## src/rtl/cpu16_pkg.sv

```systemverilog
// cpu16_pkg: shared datapath width, ALU opcode map and exec FSM state type
package cpu16_pkg;
  localparam int DATA_W = 16;
  typedef enum logic [3:0] {
    OP_ADD  = 4'h0,
    OP_SUB  = 4'h1,
    OP_ADDI = 4'h2,
    OP_AND  = 4'h3,
    OP_OR   = 4'h4,
    OP_XOR  = 4'h5,
    OP_SLL  = 4'h6,
    OP_SRL  = 4'h7,
    OP_SLT  = 4'h8,
    OP_MUL  = 4'h9
  } opcode_e;
  typedef enum logic {ST_IDLE, ST_MUL} state_e;
endpackage

```

## src/rtl/alu_comb.sv

```systemverilog
// alu_comb: single-cycle combinational ALU; multiply is sequenced elsewhere and decodes to zero here
module alu_comb
  import cpu16_pkg::*;
(
  input  logic [DATA_W-1:0] A,
  input  logic [DATA_W-1:0] B,
  input  logic [3:0]        opcode,
  output logic [DATA_W-1:0] result,
  output logic              overflow
);
  logic [DATA_W-1:0] sum, diff;
  assign sum  = A + B;
  assign diff = A - B;
  // opcode decode; unused codes pass B through
  always_comb begin
    result   = B;
    overflow = 1'b0;
    case (opcode)
      OP_ADD, OP_ADDI: begin
        result   = sum;
        overflow = (A[DATA_W-1] == B[DATA_W-1]) && (sum[DATA_W-1] != A[DATA_W-1]);
      end
      OP_SUB: begin
        result   = diff;
        overflow = (A[DATA_W-1] != B[DATA_W-1]) && (diff[DATA_W-1] != A[DATA_W-1]);
      end
      OP_AND:  result = A & B;
      OP_OR:   result = A | B;
      OP_XOR:  result = A ^ B;
      OP_SLL:  result = A << B[3:0];
      OP_SRL:  result = A >> B[3:0];
      OP_SLT:  result = {{(DATA_W-1){1'b0}}, $signed(A) < $signed(B)};
      OP_MUL:  result = '0;
      default: ;
    endcase
  end
endmodule

```

## src/rtl/alu_exec.sv

```systemverilog
// alu_exec: ALU execute stage with output registers; ALU_EXEC_MUL_EN adds a 16-step shift-add multiplier
module alu_exec #(
  parameter int DATA_W = cpu16_pkg::DATA_W
) (
  input  logic              clock,
  input  logic              reset,
  input  logic              in_valid,
  output logic              in_ready,
  input  logic [DATA_W-1:0] A,
  input  logic [DATA_W-1:0] B,
  input  logic [3:0]        opcode,
  output logic              out_valid,
  output logic [DATA_W-1:0] Result,
  output logic              Zero,
  output logic              Overflow
);
  logic [DATA_W-1:0] alu_res, mul_res, next_res;
  logic              alu_ovf, mul_ovf, fire, mul_go, mul_done, single;
  alu_comb u_alu (.A(A), .B(B), .opcode(opcode), .result(alu_res), .overflow(alu_ovf));
  assign fire = in_valid && in_ready;
`ifdef ALU_EXEC_MUL_EN
  cpu16_pkg::state_e   state, state_next;
  logic [DATA_W-1:0]   mul_a, mul_b;
  logic [2*DATA_W-1:0] acc, acc_next;
  logic [3:0]          cnt;
  assign in_ready = state == cpu16_pkg::ST_IDLE;
  assign mul_go   = fire && opcode == cpu16_pkg::OP_MUL;
  assign mul_done = state == cpu16_pkg::ST_MUL && cnt == 4'hf;
  assign acc_next = acc + (mul_b[cnt] ? ({{DATA_W{1'b0}}, mul_a} << cnt) : '0);
  assign mul_res  = acc_next[DATA_W-1:0];
  assign mul_ovf  = |acc_next[2*DATA_W-1:DATA_W];
  // next state: enter MUL on an accepted multiply, return after the last step
  always_comb begin
    state_next = state;
    if (mul_go) state_next = cpu16_pkg::ST_MUL;
    else if (mul_done) state_next = cpu16_pkg::ST_IDLE;
  end
  // state register
  always_ff @(posedge clock or negedge reset)
    if (!reset) state <= cpu16_pkg::ST_IDLE;
    else state <= state_next;
  // multiplier datapath: latch operands on accept, then add one shifted partial product per edge
  always_ff @(posedge clock or negedge reset)
    if (!reset) begin
      mul_a <= '0;
      mul_b <= '0;
      acc   <= '0;
      cnt   <= '0;
    end else if (mul_go) begin
      mul_a <= A;
      mul_b <= B;
      acc   <= '0;
      cnt   <= '0;
    end else if (state == cpu16_pkg::ST_MUL) begin
      acc <= acc_next;
      cnt <= cnt + 4'd1;
    end
`else
  assign in_ready = 1'b1;
  assign mul_go   = 1'b0;
  assign mul_done = 1'b0;
  assign mul_res  = '0;
  assign mul_ovf  = 1'b0;
`endif
  assign single   = fire && !mul_go;
  assign next_res = mul_done ? mul_res : alu_res;
  // output registers: load on a single-cycle accept or the final multiply step, hold otherwise
  always_ff @(posedge clock or negedge reset)
    if (!reset) begin
      out_valid <= 1'b0;
      Result    <= '0;
      Zero      <= 1'b0;
      Overflow  <= 1'b0;
    end else begin
      out_valid <= single || mul_done;
      if (single || mul_done) begin
        Result   <= next_res;
        Zero     <= next_res == '0;
        Overflow <= mul_done ? mul_ovf : alu_ovf;
      end
    end
endmodule

```

## config.mk

```make
export PLATFORM = sky130hd
export DESIGN_NAME = alu_exec
export DESIGN_NICKNAME = d
export VERILOG_FILES = /design/src/rtl/cpu16_pkg.sv /design/src/rtl/alu_comb.sv /design/src/rtl/alu_exec.sv
export SDC_FILE = /design/constraint.sdc
export NUM_CORES = 1
export LEC_CHECK = 0
export CELL_PAD_IN_SITES_DETAIL_PLACEMENT = 0
export CELL_PAD_IN_SITES_GLOBAL_PLACEMENT = 2
export CORE_ASPECT_RATIO = 1.1
export CORE_MARGIN = 3
export CORE_UTILIZATION = 37
export CTS_BUF_LIST = sky130_fd_sc_hd__clkbuf_4 sky130_fd_sc_hd__clkbuf_8 sky130_fd_sc_hd__clkbuf_16
export DETAILED_ROUTE_END_ITERATION = 6
export PLACE_DENSITY = 0.89
export SLEW_MARGIN = 25
export SYNTH_ARGS = -nofsm -noshare
export SYNTH_HDL_FRONTEND = slang
export SYNTH_SLANG_ARGS = --single-unit
```

## constraint.sdc

```tcl
create_clock -name clock -period 1.4 [get_ports clock]
set_input_delay 0.35 -clock clock [delete_from_list [all_inputs] [get_ports clock]]
set_output_delay 0.35 -clock clock [all_outputs]
set_load 0.02 [all_outputs]
```

==> Word level (Yosys, flattened, before mapping) <==
Index checks and enable logic that the tools add are counted.
{ "word_totals": {"regBits": 19, "inputBits": 39, "out_inout_bits": 20, "word_cells": 32} }
{ "classes": {"addsub": 2, "n_lt_le_gt_ge": 1, "eq_ne": 13, "shift": 2, "muxes": 2, "bitwise": 3, "n_reduce_logical": 5} }
{ "op_table": {"columns": ["operator", "count"], "rows": [
  ["$pmux 16 s9", 1],
  ["$add 16x16->16", 1],
  ["$and 16x16->16", 1],
  ["$eq 4x3->1 const B", 4],
  ["$logic_not 16->1", 1],
  ["$lt 16x16->1", 1],
  ["$or 16x16->16", 1],
  ["$shl 16x4->16", 1],
  ["$shr 16x4->16", 1],
  ["$sub 16x16->16", 1],
  ["$xor 16x16->16", 1],
  ["$eq 4x2->1 const B", 2],
  ["$eq 4x4->1 const B", 2],
  ["$eq 4x1->1 const B", 1],
  ["$logic_not 4->1", 1],
  ["$ne 1x1->1", 3],
  ["$logic_and 1x1->1", 2],
  ["$pmux 1 s2", 1],
  ["$reduce_or 2->1", 1],
  ["$eq 1x1->1", 1]
]} }

==> Longest topological paths before layout <==
{ "logic_depth": {"word_depth": 4, "ltp_mapped": 14, "mapped_depth_nobuf": 13} }

==> By module <==
A second synthesis with hierarchy kept.
{ "hier_totals": {"hier_cells": 646, "area_unflattened_um2": 4765.8} }
{ "modules_own_cells": {"columns": ["mod", "n_inst", "cells_per_inst", "area_each_um2"], "rows": [
  ["alu_comb", 1, 598, 4015.1],
  ["alu_exec", 1, 48, 750.7]
]} }

==> Least setup slack after synthesis <==
No wires, ideal clock.
{ "synth_path": {"path_kind": "input to register", "start": "input port B[2]", "end": "register Zero", "arrival_ps": 3381, "required_ps": 1334, "setup_slack_ps": -2048, "stages": 14, "path_buffers": 3, "path_cell_list": "clkbuf_1 inv_2 buf_2 buf_1 ha_1 nor3_1 a2111oi_2 a211oi_1 nor2_1 nor4_1 o311ai_1 or4bb_1 nor4_1 a41o_1"} }
{ "synth_between": {"elab_chain_cells": 3, "elab_cells_between_ends": 10, "classes_between": "add/sub: 2; order compare: 1; shift: 2; mux: 1; bitwise: 3; reduce/logical: 1"} }
{ "synth_lines": {"columns": ["item", "line", "rtl"], "rows": [
  ["start, declared", "alu_exec.sv:10", "input logic [DATA_W-1:0] B,"],
  ["$sub 16x16->16, or another cell as far along", "alu_comb.sv:13", "assign diff = A - B;"],
  ["$pmux 16 s9 (*)", "alu_comb.sv:18", "case (opcode)"],
  ["$logic_not 16->1 (*)", "alu_exec.sv:78", "Zero <= next_res == '0;"],
  ["end signal, assigned", "alu_exec.sv:72", "Zero <= 1'b0;"],
  ["end signal, assigned", "alu_exec.sv:78", null],
  ["end, declared", "alu_exec.sv:14", "output logic Zero,"]
]} }
Mark *: on every way between the ends. The rest lies on a longest branch, timed or not.
A chain may end at the register's enable or synchronous reset.

==> Worst setup path in the final report <==
{ "layout_path": {"start": "input port A[10]", "end": "register Zero"} }
{ "layout_between": {"elab_chain_cells": 3, "elab_cells_between_ends": 10, "classes_between": "add/sub: 2; order compare: 1; shift: 2; mux: 1; bitwise: 3; reduce/logical: 1"} }
{ "layout_lines": {"columns": ["item", "line", "rtl"], "rows": [
  ["start, declared", "alu_exec.sv:9", "input logic [DATA_W-1:0] A,"],
  ["$sub 16x16->16, or another cell as far along", "alu_comb.sv:13", null],
  ["$pmux 16 s9 (*)", "alu_comb.sv:18", null],
  ["$logic_not 16->1 (*)", "alu_exec.sv:78", null]
]} }
Marks and branches as above.

==> flow_summary.json <==
{
  "critPathLaunchType": "input port",
  "maxSlewHeadroom": 0.6006,
  "final_cell_mix": "buf_4 (283), buf_6 (49), nor2_1 (37)",
  "ys_warn_count": 0,
  "drive_above_1_share": 0.6030,
  "total_power_mw": 5.356,
  "grt_pass1_vias": 7645,
  "dp_cells": 1112,
  "final_cells": 1179,
  "synth-edff-count": 0,
  "synth_area_per_cell_um2": 7.756,
  "fillCellCount": 939,
  "viasPerCell": 6.270,
  "rsz0062_at_grt": "true",
  "finalCritPeriodShare": 2.075,
  "async_flop_share": 1.000,
  "pre_cts_slack_ns": -2.388,
  "clock_skew_ns": 0,
  "drt-total-wl_um": 27260,
  "cp_max_fo": 5,
  "drc": 0,
  "coreArea_um2": 13320,
  "vias": 7392,
  "dpl.hpwl_um": 18790,
  "grtUsageTotal": 0.3297,
  "cp.required_ns": 1.60,
  "start_util": 0.3813,
  "die_w_um": 117.7,
  "pwr_density_cell_nw_per_um2": 551.3,
  "grt_pass1_wl_um": 40230,
  "power.internal_mw": 3.058,
  "utilization": 0.7292,
  "synthToLayoutAreaGrowth_pct": 91.23,
  "netSwitchingPower_mw": 2.298,
  "die_area_um2": 15170,
  "holdCritPathClass": "in -> async",
  "drt-wirelength-per-cell_um": 23.12,
  "ys_seq_area_frac": 0.09360,
  "hold_viol_final": 0,
  "io_buffers": 57,
  "max_freq_mhz": 344.3,
  "syn_inst": 655,
  "rows": 44,
  "drt_iter0_markers": 969,
  "insertion_delay_ns": 0.26,
  "crit_arrival_ns": 3.10,
  "antenna_cells": 0,
  "die_y_um": 128.9,
  "slew_violations": 0,
  "cap_violations": 0,
  "combinationalPowerShare": 0.758,
  "swShare": 0.4290,
  "clkPwrFrac": 0.114,
  "status": "finished, violations left",
  "root_buffer": "clkbuf_16",
  "synth_seq_cells": 19,
  "io_pins": 59,
  "violations": "negative setup slack",
  "clock_sinks": 19,
  "dr.pass1.iters": 5,
  "synthFlopType": "dfrtp_1",
  "final_common_cell": "buf_4",
  "yosysTopAreaCell": "ha_1",
  "num-nets-final": 1087,
  "setup_viol": 18,
  "clk_path_buf_depth": 2,
  "worstSetupEndpointType": "register",
  "clk_pin_slew_worst_paths_ns": 0.05,
  "gr-total-overflow": 0,
  "syn_area_um2": 5080,
  "antenna_found_initial": 0,
  "synth_top_area_frac": 0.1232,
  "grt_max_degree": 25,
  "leakage_nw": 4.284,
  "synthTopCellsByArea": "ha_1 (12%), mux4_2 (10%), dfrtp_1 (9.4%)",
  "min_period_ns": 2.904,
  "worst-slew-pin-transition_ns": 0.5940,
  "cts_tree": "done",
  "setup_ws_ns": -1.505,
  "seq_power_share": 0.128,
  "synth_nets": 746,
  "worst-setup-path-type": "in -> reg",
  "ant_nets": 0,
  "irDropWorstVdd_mv": 0.8601,
  "holdWs_ns": 0.4343,
  "ys_types": 82,
  "numCtsBuffers": 3,
  "gp_congestion": 1.047,
  "htree_num_levels": 1
}
-- sequential cells by signal, indices dropped and copies added (netlist names) --
register   cells
Overflow       1
Result        16
out_valid      1
Zero           1
-- cells by family after synthesis --
logic type | synth area share
AND/OR/NAND/NOR | 0.2116
flip-flops | 0.09360
buffers and inverters | 0.09162
other | 0.0007382
adder cells (fa/ha/maj) | 0.1310
multiplexers | 0.1837
XOR/XNOR | 0.01034
AO/OA/AOI/OAI | 0.2773
-- critical path, cell delays in order --
cell and delay [ns]:
clkdlybuf4s15_2 0.24, buf_4 0.17, mux4_2 0.50, nand4_1 0.13, o31ai_1 0.15, nor4_2 0.36, nand4_1 0.16, o221ai_1 0.12
or4bb_1 0.52, nor4_2 0.18, a41o_1 0.20
-- cell type report --
class | instances | area [µm²] | area share
Multi-Input combinational cell | 528 | 5389 | 0.5547
Timing Repair Buffer | 390 | 3302 | 0.3399
Sequential cell | 19 | 475.5 | 0.04894
Inverter | 54 | 235.2 | 0.02421
Tap cell | 184 | 230.2 | 0.02370
Clock buffer | 4 | 82.58 | 0.008501
-- cell usage after synthesis, drive strengths merged (10+ instances only) --
cell / number
nor2: 48
nor2b: 13
dfrtp: 19
o31ai: 10
buf: 22
ha: 50
o21ai: 38
nand2: 41
clkbuf: 32
mux2i: 22
nor3: 18
mux4: 23
inv: 54
nand3: 20
a21oi: 46
mux2: 17
-- through the flow --
step / cell area, µm² / TNS (ns)
floorplan: 5254 / -17.74
global placement: 7789 / -32.85
detailed placement: 7789 / -34.12
CTS: 9165 / -19.25
global route: 9714 / -20.26
finish: 9714 / -19.38
-- what timing repair did --
| item | in CTS | in global routing |
|---|---|---|
| cloned | 2 | 0 |
| hold endpoints to repair | 0 | 0 |
| gates resized for setup | 340 | 130 |
| hold buffers | 0 | 0 |
| setup endpoints to repair | 37 | 18 |
| pin swaps | 88 | 87 |
| setup buffers | 58 | 24 |
-- power groups by stage --
stage | clock network, mW | registers, mW | logic, mW
global placement | 0 | 0.689 | 2.95
floorplan | 0 | 0.794 | 1.39
detailed placement | 0 | 0.693 | 3.01
global route | 0.646 | 0.697 | 4.23
finish | 0.610 | 0.685 | 4.06
CTS | 0.632 | 0.685 | 3.61
-- metal layers --
layer | wire, µm | vias to the layer above | track usage | part of all wire
met5 | 0 | - | 0 | 0
met1 | 9871 | 3498 | 0.3910 | 0.36
met3 | 2574 | 187 | 0.04571 | 0.094
met2 | 12930 | 556 | 0.5717 | 0.47
li1 | - | 3151 | - | -
met4 | 1892 | 0 | 0.1986 | 0.069
-- worst paths after layout --
| check | startpoint | end | slack (ns) | depth (start not counted) |
|---|---|---|---|---|
| max in group asynchronous | reset | Result[1] | 0.76 | 2 |
| max | A[10] | Zero | -1.50 | 11 |
| min reg2reg | Result[6] | Result[6] | 0.51 | 1 |
| min in group clock | Result[6] | Result[6] | 0.51 | 1 |
| min | reset | Overflow | 0.43 | 2 |
| max reg2reg | Zero | Zero | 0.57 | 2 |
Note: power is estimated with default switching activity, not from simulation.
